**src/rtl/counter_mod_param.sv**
```systemverilog
// Parametrised modulo counter: up-by-STEP, down, up-by-1 and load modes, with cascade cin/tc.
// Define COUNTER_SAT_EN to make counting saturate at the range bounds instead of wrapping.
module counter_mod_param #(
    parameter int unsigned WIDTH   = 4,
    parameter int unsigned STEP    = 3,
    parameter int unsigned MODULUS = 16
) (
    input  logic             clk,
    input  logic             reset,
    input  logic             enable,
    input  logic             cin,
    input  logic [1:0]       mode,
    input  logic [WIDTH-1:0] D,
    output logic [WIDTH-1:0] Q,
    output logic             rco,
    output logic             load,
    output logic             tc
);

    localparam logic [WIDTH:0]   ModExt  = (WIDTH + 1)'(MODULUS);
    localparam logic [WIDTH:0]   StepExt = (WIDTH + 1)'(STEP);
    localparam logic [WIDTH-1:0] MaxQ    = WIDTH'(MODULUS - 1);

    logic [WIDTH-1:0] q_q, q_d;
    logic             rco_q, rco_d;
    logic             load_q, load_d;
    logic [WIDTH-1:0] cnt_next;
    logic [WIDTH-1:0] d_clamp;
    logic [WIDTH:0]   sum_step;
    logic             ovf;

    // One extra bit so Q+STEP cannot overflow before the modulus compare.
    assign sum_step = {1'b0, q_q} + StepExt;
    assign d_clamp  = ({1'b0, D} >= ModExt) ? MaxQ : D;

    // ovf is the wrap (or clamp) condition of the selected count mode; it drives both rco and tc.
    always_comb begin
        cnt_next = q_q;
        ovf      = 1'b0;
        case (mode)
            2'b00: begin
                ovf = (sum_step >= ModExt);
`ifdef COUNTER_SAT_EN
                cnt_next = ovf ? MaxQ : sum_step[WIDTH-1:0];
`else
                cnt_next = ovf ? WIDTH'(sum_step - ModExt) : sum_step[WIDTH-1:0];
`endif
            end
            2'b01: begin
                ovf = (q_q == '0);
`ifdef COUNTER_SAT_EN
                cnt_next = ovf ? '0 : q_q - WIDTH'(1);
`else
                cnt_next = ovf ? MaxQ : q_q - WIDTH'(1);
`endif
            end
            2'b10: begin
                ovf = (q_q == MaxQ);
`ifdef COUNTER_SAT_EN
                cnt_next = ovf ? MaxQ : q_q + WIDTH'(1);
`else
                cnt_next = ovf ? '0 : q_q + WIDTH'(1);
`endif
            end
            default: begin
                cnt_next = q_q;
                ovf      = 1'b0;
            end
        endcase
    end

    always_comb begin
        q_d    = q_q;
        rco_d  = 1'b0;
        load_d = 1'b0;
        if (enable) begin
            if (mode == 2'b11) begin
                q_d    = d_clamp;
                load_d = 1'b1;
            end else if (cin) begin
                q_d   = cnt_next;
                rco_d = ovf;
            end
        end
    end

    always_ff @(posedge clk) begin
        if (!reset) begin
            q_q    <= '0;
            rco_q  <= 1'b0;
            load_q <= 1'b0;
        end else begin
            q_q    <= q_d;
            rco_q  <= rco_d;
            load_q <= load_d;
        end
    end

    assign Q    = q_q;
    assign rco  = rco_q;
    assign load = load_q;
    assign tc   = enable & cin & ovf;

endmodule

```
**config.mk**
```make
export PLATFORM = sky130hd
export DESIGN_NAME = counter_mod_param
export DESIGN_NICKNAME = d
export VERILOG_FILES = /design/src/rtl/counter_mod_param.sv
export SDC_FILE = /design/constraint.sdc
export NUM_CORES = 1
export LEC_CHECK = 0
export ABC_AREA = 1
export CAP_MARGIN = 25
export CORE_MARGIN = 3
export CORE_UTILIZATION = 45
export CTS_CLUSTER_DIAMETER = 60
export DETAILED_ROUTE_END_ITERATION = 10
export PLACE_DENSITY = 0.76
export SETUP_SLACK_MARGIN = 0.05
export SLEW_MARGIN = 20
export SYNTH_ARGS = -nofsm -noshare
export SYNTH_HDL_FRONTEND = slang
export SYNTH_SLANG_ARGS = --single-unit
```
**constraint.sdc**
```tcl
create_clock -name clk -period 1.75 [get_ports clk]
set_clock_uncertainty 0.15 [all_clocks]
set_input_delay 0.35 -clock clk [delete_from_list [all_inputs] [get_ports clk]]
set_output_delay 0.35 -clock clk [all_outputs]
set_load 0.02 [all_outputs]
```
==> run summary, run 1 <==
The flow did not finish. The stage where the run came to a stop is global routing. The tool reported: "[ERROR DPL-0038] Utilization greater than 100%, impossible to legalize". Before CTS, the worst setup slack after placement is -0.986 ns. The part of the Yosys area used for sequential elements is 20.6%. The netlist uses 19 different library cells. The multiplexer fraction of the synthesized cell area is 0%. For this design the top-level I/O count stands at 17. For this design, the sink count on the clock tree is 6. The logs give 953 µm² for the placed cell area and 151 for the placed cell count. After the last repair the worst path ends at a primary output. In this run the deepest clock path goes through 2 buffers.

Simple logic cell fraction of the synthesized area: 37.9%. The tools report the count of standard-cell rows as 12. Measured along the y axis, the die boundary spans 42.0 µm.

Synthesis inferred 6 register bits. The initial utilization of the core area, before any placement, comes to 50.5%. The xor and xnor area share after synthesis works out to 1.50%.

By area, the combinational part of the netlist is dominated by simple AND/OR/NAND/NOR gates. During synthesis, Yosys emitted a total of 0 warnings. The maximum level of the CTS H-tree was 1. The logs give 0.829 for the weighted congestion reported at the end of routability-driven placement and 112 for the synthesized netlist net count. The adder-cell share of the synthesized area came out at 12.8%. The worst-slack endpoint at the end of global-route timing repair is tc. The wire-length estimate of the detail-placed layout is 1.58 mm.

Entering global routing, the biggest net connects 11 pins. Overall die width: 42.0 µm. The root cell of the clock tree is clkbuf_4. The post-synthesis instance area is 584 µm².

Input and output buffers added on the ports amount to 16. The mean area per synthesized cell is 6.09 µm², and the gate count after technology mapping is 96. The number of clock buffers added by TritonCTS is 3. The area fraction in compound gates after synthesis came out at 14.3%.
## cells in the mapped netlist
master    n  share of area [%]
nand2_1  26                 17
inv_1    12                7.7
nor2_1   11                7.1
nand3_1  10                8.6
a21oi_1   6                5.1
dfxtp_1   6                 21
ha_1      6                 13
o21ai_0   4                3.4
inv_2     3                1.9
a21oi_2   2                3.0
o21ai_1   2                1.7
a31oi_1   1                1.1
buf_4     1                1.3
buf_6     1                1.9
nand3_2   1                1.7
nand4_1   1                1.1
nor2_2    1                1.1
nor3_2    1                1.7
xnor2_1   1                1.5
## logic make-up after synthesis
family,after synthesis
AOI/OAI and AO/OA,15
xor gates and xnor gates,1
adders and majority gates,6
buffers and inverters,17
DFF,6
and+or+nand+nor,51
## repair_timing
item | CTS
pin swaps | 6
resized for setup | 33
hold buffers | 0
setup endpoints to repair | 10
buffers inserted | 8
## metrics by stage
stage	TNS, ns	util, %
floorplan	0	-
global placement	-2.41	82.5
detailed placement	-2.90	82.5
CTS	-0.311	91.5
==> run 2: changes to the inputs <==
- CORE_AREA: default -> 3 3 64 66
- CORE_MARGIN: 3 -> default
- CORE_UTILIZATION: 45 -> default
- CTS_CLUSTER_DIAMETER: 60 -> default
- DIE_AREA: default -> 0 0 67 69
- PLACE_DENSITY: 0.76 -> default
- PLACE_DENSITY_LB_ADDON: default -> 0.15
- SETUP_SLACK_MARGIN: 0.05 -> default
==> run 2 against run 1 <==
Net effect: the flow now finishes, with violations (negative setup slack); synthesized cell count stayed put; area after synthesis stayed put.
==> run summary, run 2 <==
Static timing analysis puts the maximum clock frequency at 532 MHz. The most common cell in the synthesized netlist was nand2_1. TritonCTS built the clock tree. The wire length of the first global-routing pass is 3.46 mm. The tools report the area taken by flip-flops and latches as 130 µm². For the total of endpoints with negative setup slack in the final report, the log shows 1. Max-cap violations in this run came to 0. Of all nets on the critical path, the largest fanout is 3.

The post-synthesis async set-or-reset flop share is 0%. In this run the worst setup path begins at Q[0]. After legalization and detailed placement, the total HPWL measured 1.53 mm. The run gives 20.6% as the part of the Yosys area used for sequential elements. Setup repair after global routing could not meet its margin everywhere. The worst pin sits at a relative slew slack of 85.0%. The post-route DRC violation count was 0; the die boundary height was 69 µm.

The area added between synthesis and finish came out at 103%. The path class of the tightest hold or removal check is register to register. The logs give 770 for the via count of the first global-routing pass and 457 µm² for the multi-input combinational cell area. During I/O placement, the number of pins put on the boundary was 17. After the last flow step, the layout net total stands at 170. The end of the critical path is tc. After floorplanning, the core was divided into 22 placement rows. At the worst endpoint, the arrival time is 1.38 ns.

The post-route met1 wirelength was 968 µm; the shortest period the worst path allows was 1.88 ns. The tightest hold path in the finished design has a slack of 0.432 ns. The detail-routed via count per cell was 3.87. The slowest stage of the critical path belongs to the cell dfxtp_4. The root cell of the clock tree is clkbuf_8.

In this run, post-CTS hold repair placed 0 buffers. In the final layout, the share of cells above drive strength 1 is 45.4%. Dividing the final minimum period by the clock period gives 107%. At the later pin of the worst-skew pair, clock insertion delay measures 0.22 ns. The run gives -0.129 ns as the setup slack of the critical path after layout. The filler cells instantiated in the layout total 419. The tools report the gate count after technology mapping as 96. The run gives 0 as the number of antenna violations at the first check in global routing. The number of flip-flops in the largest register works out to 4.

Average wire per standard cell: 10.6 µm. Worst reg2reg path endpoint: Q[3]. For the all-layer global routing usage, the log shows 9.51%.

The largest net degree at the start of global routing is 7. The DRC marker count from the first detailed-route iteration came out at 21. The sum of overflow across all layers after global routing is 0. The highest layer touched by signal routing is met4. The clock net sink count is 6. STA classifies the critical path startpoint as a register. The aggregate routed wire length is 2.13 mm, and the hold violation count in the final report is 0. Synthesis produced a netlist with a net count of 112. The largest single stage delay on the critical path is 0.36 ns. The top cell type by area accounts for 20.6% of the synthesized area. No sink is reached through more buffers than the 2 on the longest clock path. The critical path goes through inv_4 > ha_4 > nand2_4 > nor3_4 > a31oi_1 > o21ai_2 > nand3_2 > inv_2 > buf_6.

The tools report the placed cell count as 182. The most used flip-flop cell after synthesis is dfxtp_1. The max-slew violation count was 0. The logs give 0.386 mV for the peak supply drop and 1.25 ns for the required arrival time at the worst endpoint. The number of antenna diodes in the final layout is 0.

During synthesis, Yosys emitted a total of 0 warnings. The tools report the total leakage power as 0.000601 µW. The post-synthesis instance area was 584 µm². The die is 67 µm wide. The commonest cells after synthesis are nand2_1 (26), inv_1 (12), nor2_1 (11), nand3_1 (10). The final reports fail on negative setup slack. Cell type group with the largest total delay on the critical path: flip-flops. The finished cells cover 1190 µm². The type of the setup path with the least slack is register to output port.

The detailed-routed wire length on met3 is 117 µm. Synthesis inferred 6 register bits. The area inside the core boundary was 3630 µm²; the clock-pin transition on the worst setup and hold timing paths was 0.03 ns. At the pin with the least slew margin, the transition time is 0.224 ns. Summing all placed instances gives a cell area of 968 µm². STA classifies the critical path endpoint as an output port. Counting buffers and inverters, the worst setup path is 9 cells deep. Counting cells, the worst reg-to-reg path comes to 15. The worst register-to-register path begins at Q[0].

The count of input and output buffers came out at 16. Most common library cell in the layout ignoring fill and taps: buf_4. Setup slack on the worst reg-to-reg path comes out at 0.03 ns. Yosys attributes the largest share of cell area to dfxtp_1 (21%), nand2_1 (17%), ha_1 (13%).

For the starting density of the core, the log shows 16.1%. The maximum level of the CTS H-tree is 1, and the count of different cell masters after synthesis is 19. Power spread over the standard cell area amounts to 563 nW/µm². The first detailed-routing pass took 4 iterations. Detailed routing placed a total of 1.04 mm of wire on met2. Routability-driven placement finished with a final weighted congestion of 0.804.

The number of non-filler instances in the completed layout was 200; the mean area per synthesized cell was 6.09 µm². Leaving out fill and tap cells, the most frequent cells in the layout are buf_4 (39), nand2_1 (22), nor2_1 (11). The synthesized design contains 0 enable-type register cells. Counting the buffers created by CTS gives 3. Together, buffers and inverters on the worst path number 3. Summing over every cut layer, the via total after detailed routing is 774. The tools report the die area as 4620 µm². The biggest area consumer among synthesized cells was dfxtp_1. The number of nets with antenna violations after detailed routing was 0. The run finished, with violations left.
[run 2: where the power goes]
part	switching, µW	leakage (µW)	total (µW)	internal [µW]
sequential	12.4	0.0000512	159	147
combinational	144	0.000528	311	166
clock	52.1	0.0000216	199	147
[run 2: cell type report]
type | count | area share (%)
clock buffer | 3 | 3.47
inverter | 15 | 5.16
multi-input combinational | 73 | 38.4
sequential | 6 | 10.9
tap | 48 | 5.05
timing repair buffer | 55 | 36.9
[run 2: cell families (layout without fill, tap and decap cells)]
logic type                 after synthesis  in the layout  synth area share (%)
AOI/OAI and AO/OA                       15             15                  14.3
xor gates and xnor gates                 1              1                  1.50
adders and majority gates                6              6                  12.8
buffers and inverters                   17             73                  12.8
DFF                                      6              6                  20.6
and+or+nand+nor                         51             51                  37.9
[run 2: worst register-to-register path, delay by kind of cell, from the launching register on]
| kind | cells | cell delay [ns] |
|---|---|---|
| AO/OA/AOI/OAI | 1 | 0.10 |
| adder cells (fa/ha/maj) | 1 | 0.15 |
| buffers and inverters | 4 | 0.43 |
| flip-flops | 1 | 0.35 |
| AND/OR/NAND/NOR | 9 | 0.48 |
[run 2: worst min-delay path by stage]
stage,slack [ns],cells after the start,end,startpoint
floorplan,0.33,2,Q[0],reset
global placement,0.42,2,Q[1],Q[1]
detailed placement,0.42,2,Q[0],Q[0]
CTS,0.43,2,Q[0],Q[0]
global route,0.45,2,Q[1],Q[1]
finish,0.43,2,Q[0],Q[0]
[run 2: timing repair]
| action | in CTS | in global routing |
|---|---|---|
| endpoints found under the setup margin | 10 | 6 |
| pin swaps | 5 | 5 |
| buffers inserted | 12 | 5 |
| resized for setup | 25 | 15 |
[run 2: stage by stage]
step / setup TNS (ns) / utilization [%] / setup slack [ns] / total power [µW]
2_1_floorplan: 0 / - / 0.0113 / 282
3_5_place_dp: -2.91 / 26.7 / -0.987 / 398
5_1_grt: -0.296 / 32.7 / -0.192 / 725
3_3_place_gp: -2.61 / 26.7 / -0.935 / 400
4_1_cts: -0.208 / 30.6 / -0.208 / 640
6_report: -0.129 / 32.7 / -0.129 / 669
[run 2: per-layer routing]
layer  vias to the layer above  track usage [%]
met5                         -                0
met4                         0             2.25
met3                         2             3.42
met2                        22             14.7
met1                       333             12.4
li1                        417                -
No activity file was read; power rests on OpenSTA's default activity.
==> run 3: changes to the inputs <==
- CAP_MARGIN: 25 -> default
- TNS_END_PERCENT: default -> 30
==> run 3 against run 2 <==
Net effect: sequential power about the same; first-iteration DRC count increased by 33%; hold slack improved by 0.00097 ns; fmax decreased by 1.5%; non-clock buffer count increased by 1; via count increased by 0.90%; combinational power decreased by 2%; total power decreased by 0.52%; largest cell class unchanged; final cell count increased by 0.50%; the run still ends with negative setup slack left; sequential cell count unchanged; critical endpoint unchanged.
==> run summary, run 3 (synthesized netlist as in run 2, its figures left out) <==
In the layout the commonest cells are buf_4 (40), nand2_1 (23), inv_1 (10), nor2_1 (10), clkdlybuf4s50_1 (9). Shortest period the worst path allows: 1.91 ns. For this design, the CTS-stage hold fixing added 0 buffers. Setup repair after global routing could not meet its margin everywhere.

Detail-routed via count per cell: 3.89. For the area inside the core boundary, the log shows 3630 µm². Static timing analysis puts the maximum clock frequency at 524 MHz.

The share of final-layout standard cells stronger than drive strength 1 came out at 45.8%. For the worst-skew pair, the clock arrives at the later sink with an insertion delay of 0.22 ns. The die is 69 µm tall. The post-route worst hold slack is 0.433 ns, and the final clock period utilization by the worst path is 109%. The via count of the first global-routing pass was 782. 0 antenna diodes ended up in the layout.

The total leakage power was 0.000600 µW. Port buffering added 16 buffers. The worst-case IR drop observed on VDD is 0.386 mV. The ratio of total power to cell area is 557 nW/µm².

After routing the design area is 1190 µm². The checks that failed: negative setup slack. At the end of routability-driven placement, the weighted congestion stood at 0.804. The hold violation count in the final report is 0, and the area added between synthesis and finish is 104%.

Leaving out fill and tap cells, the most frequent cell in the layout is buf_4. The number of flip-flops in the largest register is 4. The tools report the hold path startpoint as Q[0].

The logs give 2 for the worst-case clock buffer depth and 968 µm² for the placed cell area. The via total after detailed routing is 781. The first global-routing pass estimated 3.50 mm of wire. The setup path with the least slack is of type register to output port. The floorplan has 22 rows. The tools report the type of element capturing the critical path as an output port. The logs give -0.158 ns for the setup slack of the critical path after layout and 1 for the maximum level of the CTS H-tree.

Timing analysis after detailed placement gives a worst setup slack of -0.987 ns. Measured against its own limit, the worst slew margin works out to 85.5%. The number of violations of the max-capacitance limit was 0. The aggregate routed wire length was 2.12 mm. The detailed router finished its first iteration with 28 violations.

The total CTS buffers was 3; the clock-pin transition on the worst setup and hold timing paths was 0.03 ns. In this run the remaining antenna-violating nets after routing total 0. For the post-route DRC violation count, the log shows 0. CTS saw 6 sinks.

For this run the aggregate overflow at the end of global routing stands at 0. At the end of the flow, the number of nets in the layout was 171. In this run the critical register-to-register path is captured at rco. The run gives -0.281 ns as the final sum of negative setup slack. The die area was 4620 µm². The path type of the worst min-delay path was register to register. The worst hold path passes through 2 cells.

The number of antenna violations at the first check in global routing is 0. The completed layout was analyzed and its total power is 665 µW. Once the floorplan was initialized, standard cells occupied 16.1% of the core. The root buffer cell chosen for the clock tree is clkbuf_8. The first TritonRoute pass finished after 4 iterations.

Of all nets on the critical path, the largest fanout is 4. The arrival time at the worst endpoint is 1.41 ns. The depth of the worst register-to-register path works out to 13.

From left edge to right edge, the die measures 67 µm. STA puts the critical path data required time at 1.25 ns. Entering global routing, the biggest net connects 7 pins.

The path with the worst hold slack has its endpoint at Q[0]. The HPWL after detailed placement is 1.53 mm. The average wire per standard cell is 10.5 µm. The max-slew violation count is 0.

The flow ran to the end, but the final reports show violations. TritonCTS built the clock tree. STA classifies the critical path startpoint as a register.

Setup violations remaining at the end of the flow were counted as 2. 17 I/O pins were placed. Global routing used 9.61% of the available tracks across all layers. The startpoint identified for the worst register-to-register timing path is Q[1]. The tools report the setup slack of the worst register-to-register path as -0.12 ns. The transition time at the pin with the least slew margin was 0.216 ns.
run 3: repair_timing:
action                                  4_1_cts  5_1_grt
endpoints found under the setup margin       10        6
gates resized for setup                      25       14
endpoints found under the hold margin         0        0
pin swaps                                     4        4
buffers inserted                             12        4
gates cloned                                  0        0
run 3: how the worst max path moves through the flow:
stage	cells past startpoint	slack, ns	startpoint	to
5_1_grt	13	-0.22	Q[1]	rco
6_report	9	-0.16	Q[1]	tc
3_5_place_dp	9	-0.99	mode[0]	tc
4_1_cts	9	-0.21	Q[1]	tc
3_3_place_gp	9	-0.94	mode[0]	tc
2_1_floorplan	8	0.01	Q[0]	tc
run 3: layout make-up:
type	instances	area (µm²)
Fill cell	416	2440
Multi-Input combinational cell	73	457
Timing Repair Buffer	56	447
Sequential cell	6	129
Inverter	15	61.3
Tap cell	48	60.1
Clock buffer	3	41.3
run 3: metal layers:
metal | track usage, % | part of all wire (%) | vias to the layer above | wire length [µm]
met3 | 3.42 | 5.0 | 2 | 105
met2 | 15.0 | 49 | 22 | 1040
met1 | 12.5 | 46 | 338 | 963
li1 | - | - | 419 | -
met5 | 0 | 0 | - | 0
met4 | 2.25 | 0.38 | 0 | 8
run 3: power by group:
| group | switching (µW) | internal, µW | total [µW] |
|---|---|---|---|
| registers | 14.0 | 146 | 161 |
| logic | 141 | 164 | 306 |
| clock network | 52.1 | 147 | 199 |
| total | 207 | 458 | 665 |
run 3: critical path, stage by stage (launching register included):
cell,delay (ns)
dfxtp_4,0.38
inv_4,0.05
ha_4,0.17
nand2_4,0.07
nor3_4,0.04
a31oi_1,0.17
o21ai_2,0.08
nand3_2,0.08
inv_2,0.04
buf_6,0.12
run 3: stage by stage:
stage                     util (%)  std cells
after floorplan                  -         96
after detailed placement      26.7        182
after global routing          32.9        201
after CTS                     31.1        197
after global placement        26.7        182
final                         32.9        201
==> run 4: changes to the inputs <==
- CAP_MARGIN: default -> 15
- REMOVE_ABC_BUFFERS: default -> 1
==> run 4 against run 3 <==
Net effect: the flow still finishes with violations (negative setup slack); sequential power hardly changed; register-to-register slack lost 0.03 ns; critical path depth unchanged; via count down 1.9%; wire length fell by 8.8%; worst setup slack got worse by 0.0093 ns; total power decreased by 4.2%; clock power about the same; die area did not move; global-route usage is 0.71 points lower; non-clock buffer count fell by 6.
==> run summary, run 4 (synthesized netlist as in run 2, its figures left out) <==
The floorplan step set the die height to 69 µm. The area inside the core boundary was 3630 µm². For the die area, the log shows 4620 µm². Once the floorplan was initialized, standard cells occupied 16.1% of the core.

Of all nets on the critical path, the largest fanout is 4. The maximum level of the CTS H-tree is 1. The routed layout has 766 vias. Hold timing on the final database bottoms out at a slack of 0.376 ns. Setup slack of the critical path after layout: -0.167 ns.

The count of standard-cell rows came out at 22. The number of antenna violations at the first check in global routing was 0. The hold violation count in the final report was 0.

The tools report the type of element capturing the critical path as an output port. The run gives 3.18 mm as the wire length of the first global-routing pass. The run gives 129 µm² as the area taken by flip-flops and latches.

0 antenna diodes ended up in the layout. Signal routing reaches up to met4. The source of the critical timing path is Q[0]. The logs give 4 for the first-pass iteration count of the detailed router and 2 for the worst-case clock buffer depth.

At the later pin of the worst-skew pair, clock insertion delay measures 0.22 ns. The max-slew violation count came out at 0. Once layout is complete, the utilization of the core stands at 31.4%. TritonCTS built the clock tree. The congestion estimate from routability-driven global placement came to 0.745. The worst slew slack as a fraction of its limit was 85.2%; the depth of the worst register-to-register path was 13.

The ratio of total power to cell area was 559 nW/µm². The routed design has 1.93 mm of wire. STA classifies the critical path startpoint as a register. Root cell of the clock tree: clkbuf_8. The total leakage power is 0.000567 µW. Setup repair after global routing could not meet its margin everywhere. In the routed design, unresolved DRC markers number 0. Final sum of negative setup slack: -0.319 ns.

The average wire per standard cell came out at 9.89 µm. The tools report the placement-stage worst setup slack as -0.977 ns. The number of nets with antenna violations after detailed routing was 0; the DRC marker count from the first detailed-route iteration was 24. Fill cells in the final layout number 416. The worst path uses 110% of the clock period. Path type of the worst min-delay path: register to register. In the detailed route, the total length drawn on met3 is 113 µm. The number of violations of the max-capacitance limit is 0.

The routed length on met2 came out at 902 µm. At the worst endpoint, the arrival time is 1.42 ns. The shortest period the worst path allows was 1.92 ns. The finished layout holds 195 standard cells, fillers aside.

Clock-pin slew was measured on the worst setup and hold paths at 0.04 ns. The setup check on the worst reg-to-reg path leaves a slack of -0.15 ns. The library cell used most frequently in the layout, excluding fill and tap cells, is buf_4. Of the cells placed in the final design, the portion with a size suffix greater than 1 is 40.8%.

The run gives 8.89% as the all-layer global routing usage. TritonCTS created 3 clock buffers. For the I/O pin count, the log shows 17. End of the critical path: tc. The critical path in this run is classified as register to output port.

The tools report the via count of the first global-routing pass as 764. For the largest net degree at the start of global routing, the log shows 10. The endpoint identified for the worst register-to-register timing path is rco. Based on the critical path, the design can be clocked at up to 522 MHz. In the final layout, the multi-input gates occupy 443 µm². The net total in the final layout is 165, and the post-route met1 wirelength is 887 µm.

Buffers placed on the I/O ports in this run total 16. The flow ran to the end, but the final reports show violations. The number of flip-flops in the largest register is 4. The checks that failed: negative setup slack.

Counting tap cells, the placed design contains a total of 182 instances. Relative to the synthesized area, the layout overhead comes to 95.3%. The required arrival time at the worst endpoint came out at 1.25 ns.

The overall die width is 67 µm. Across the VDD grid, the largest voltage drop is 0.233 mV. Clock tree synthesis found a total of 6 sinks.

The transition time at the pin with the least slew margin was 0.222 ns. For the detailed placer's ending HPWL, the log shows 1.54 mm. After detailed routing, the number of vias per cell comes to 3.93.

The total of endpoints with negative setup slack in the final report came out at 2. The run gives 0 as the sum of overflow across all layers after global routing. The library cells used most frequently in the layout, excluding fill and tap cells, are buf_4 (34), nand2_1 (23), nor2_1 (10), nand3_1 (10).

The worst register-to-register path begins at Q[0].
run 4: cell count changes in the layout (fill, tap and decap cells not counted), sizes merged:
cell	change
clkbuf	-1
buf	-6
clkdlybuf4s15	+1
run 4: layout make-up:
class,count,area share [%]
inverters,15,5.37
well taps,48,5.26
repair buffers,50,35.6
multi-input cells,73,38.8
clock buffers,3,3.62
flip-flops and latches,6,11.3
run 4: stage by stage:
stage          power (µW)  area (µm²)
6_report              638        1140
5_1_grt               687        1140
4_1_cts               637        1120
3_5_place_dp          398         966
3_3_place_gp          397         966
2_1_floorplan         275         566
run 4: worst max-delay path: stages, from the launching register on:
cell     delay [ns]
dfxtp_4        0.35
inv_4          0.06
ha_4           0.16
nand2_4        0.05
nor3_4         0.13
a31oi_1        0.06
o21ai_1        0.08
nand3_1        0.10
inv_1          0.08
buf_6          0.11
run 4: report_power, final:
part | switching, µW | leakage [µW] | internal (µW)
clock network | 54.2 | 0.0000216 | 147
logic | 131 | 0.000495 | 147
registers | 12.3 | 0.0000508 | 146
total | 197 | 0.000567 | 440
run 4: how the worst min path moves through the flow:
| stage | endpoint | slack, ns | from | depth (start not counted) |
|---|---|---|---|---|
| CTS | Q[2] | 0.38 | Q[2] | 2 |
| global placement | Q[2] | 0.37 | Q[2] | 2 |
| detailed placement | Q[2] | 0.38 | Q[2] | 2 |
| floorplan | Q[0] | 0.34 | reset | 2 |
| finish | Q[2] | 0.38 | Q[2] | 2 |
| global route | Q[3] | 0.41 | Q[3] | 2 |
run 4: what timing repair did:
item	in CTS	in global routing
setup buffers	9	1
hold buffers	0	0
pin swaps	5	3
resized for setup	30	8
endpoints found under the setup margin	9	6
run 4: metal layers:
| layer | global-route usage [%] | up-vias |
|---|---|---|
| li1 | - | 411 |
| met1 | 10.6 | 332 |
| met2 | 14.5 | 19 |
| met3 | 3.26 | 4 |
| met4 | 2.70 | 0 |
| met5 | 0 | - |
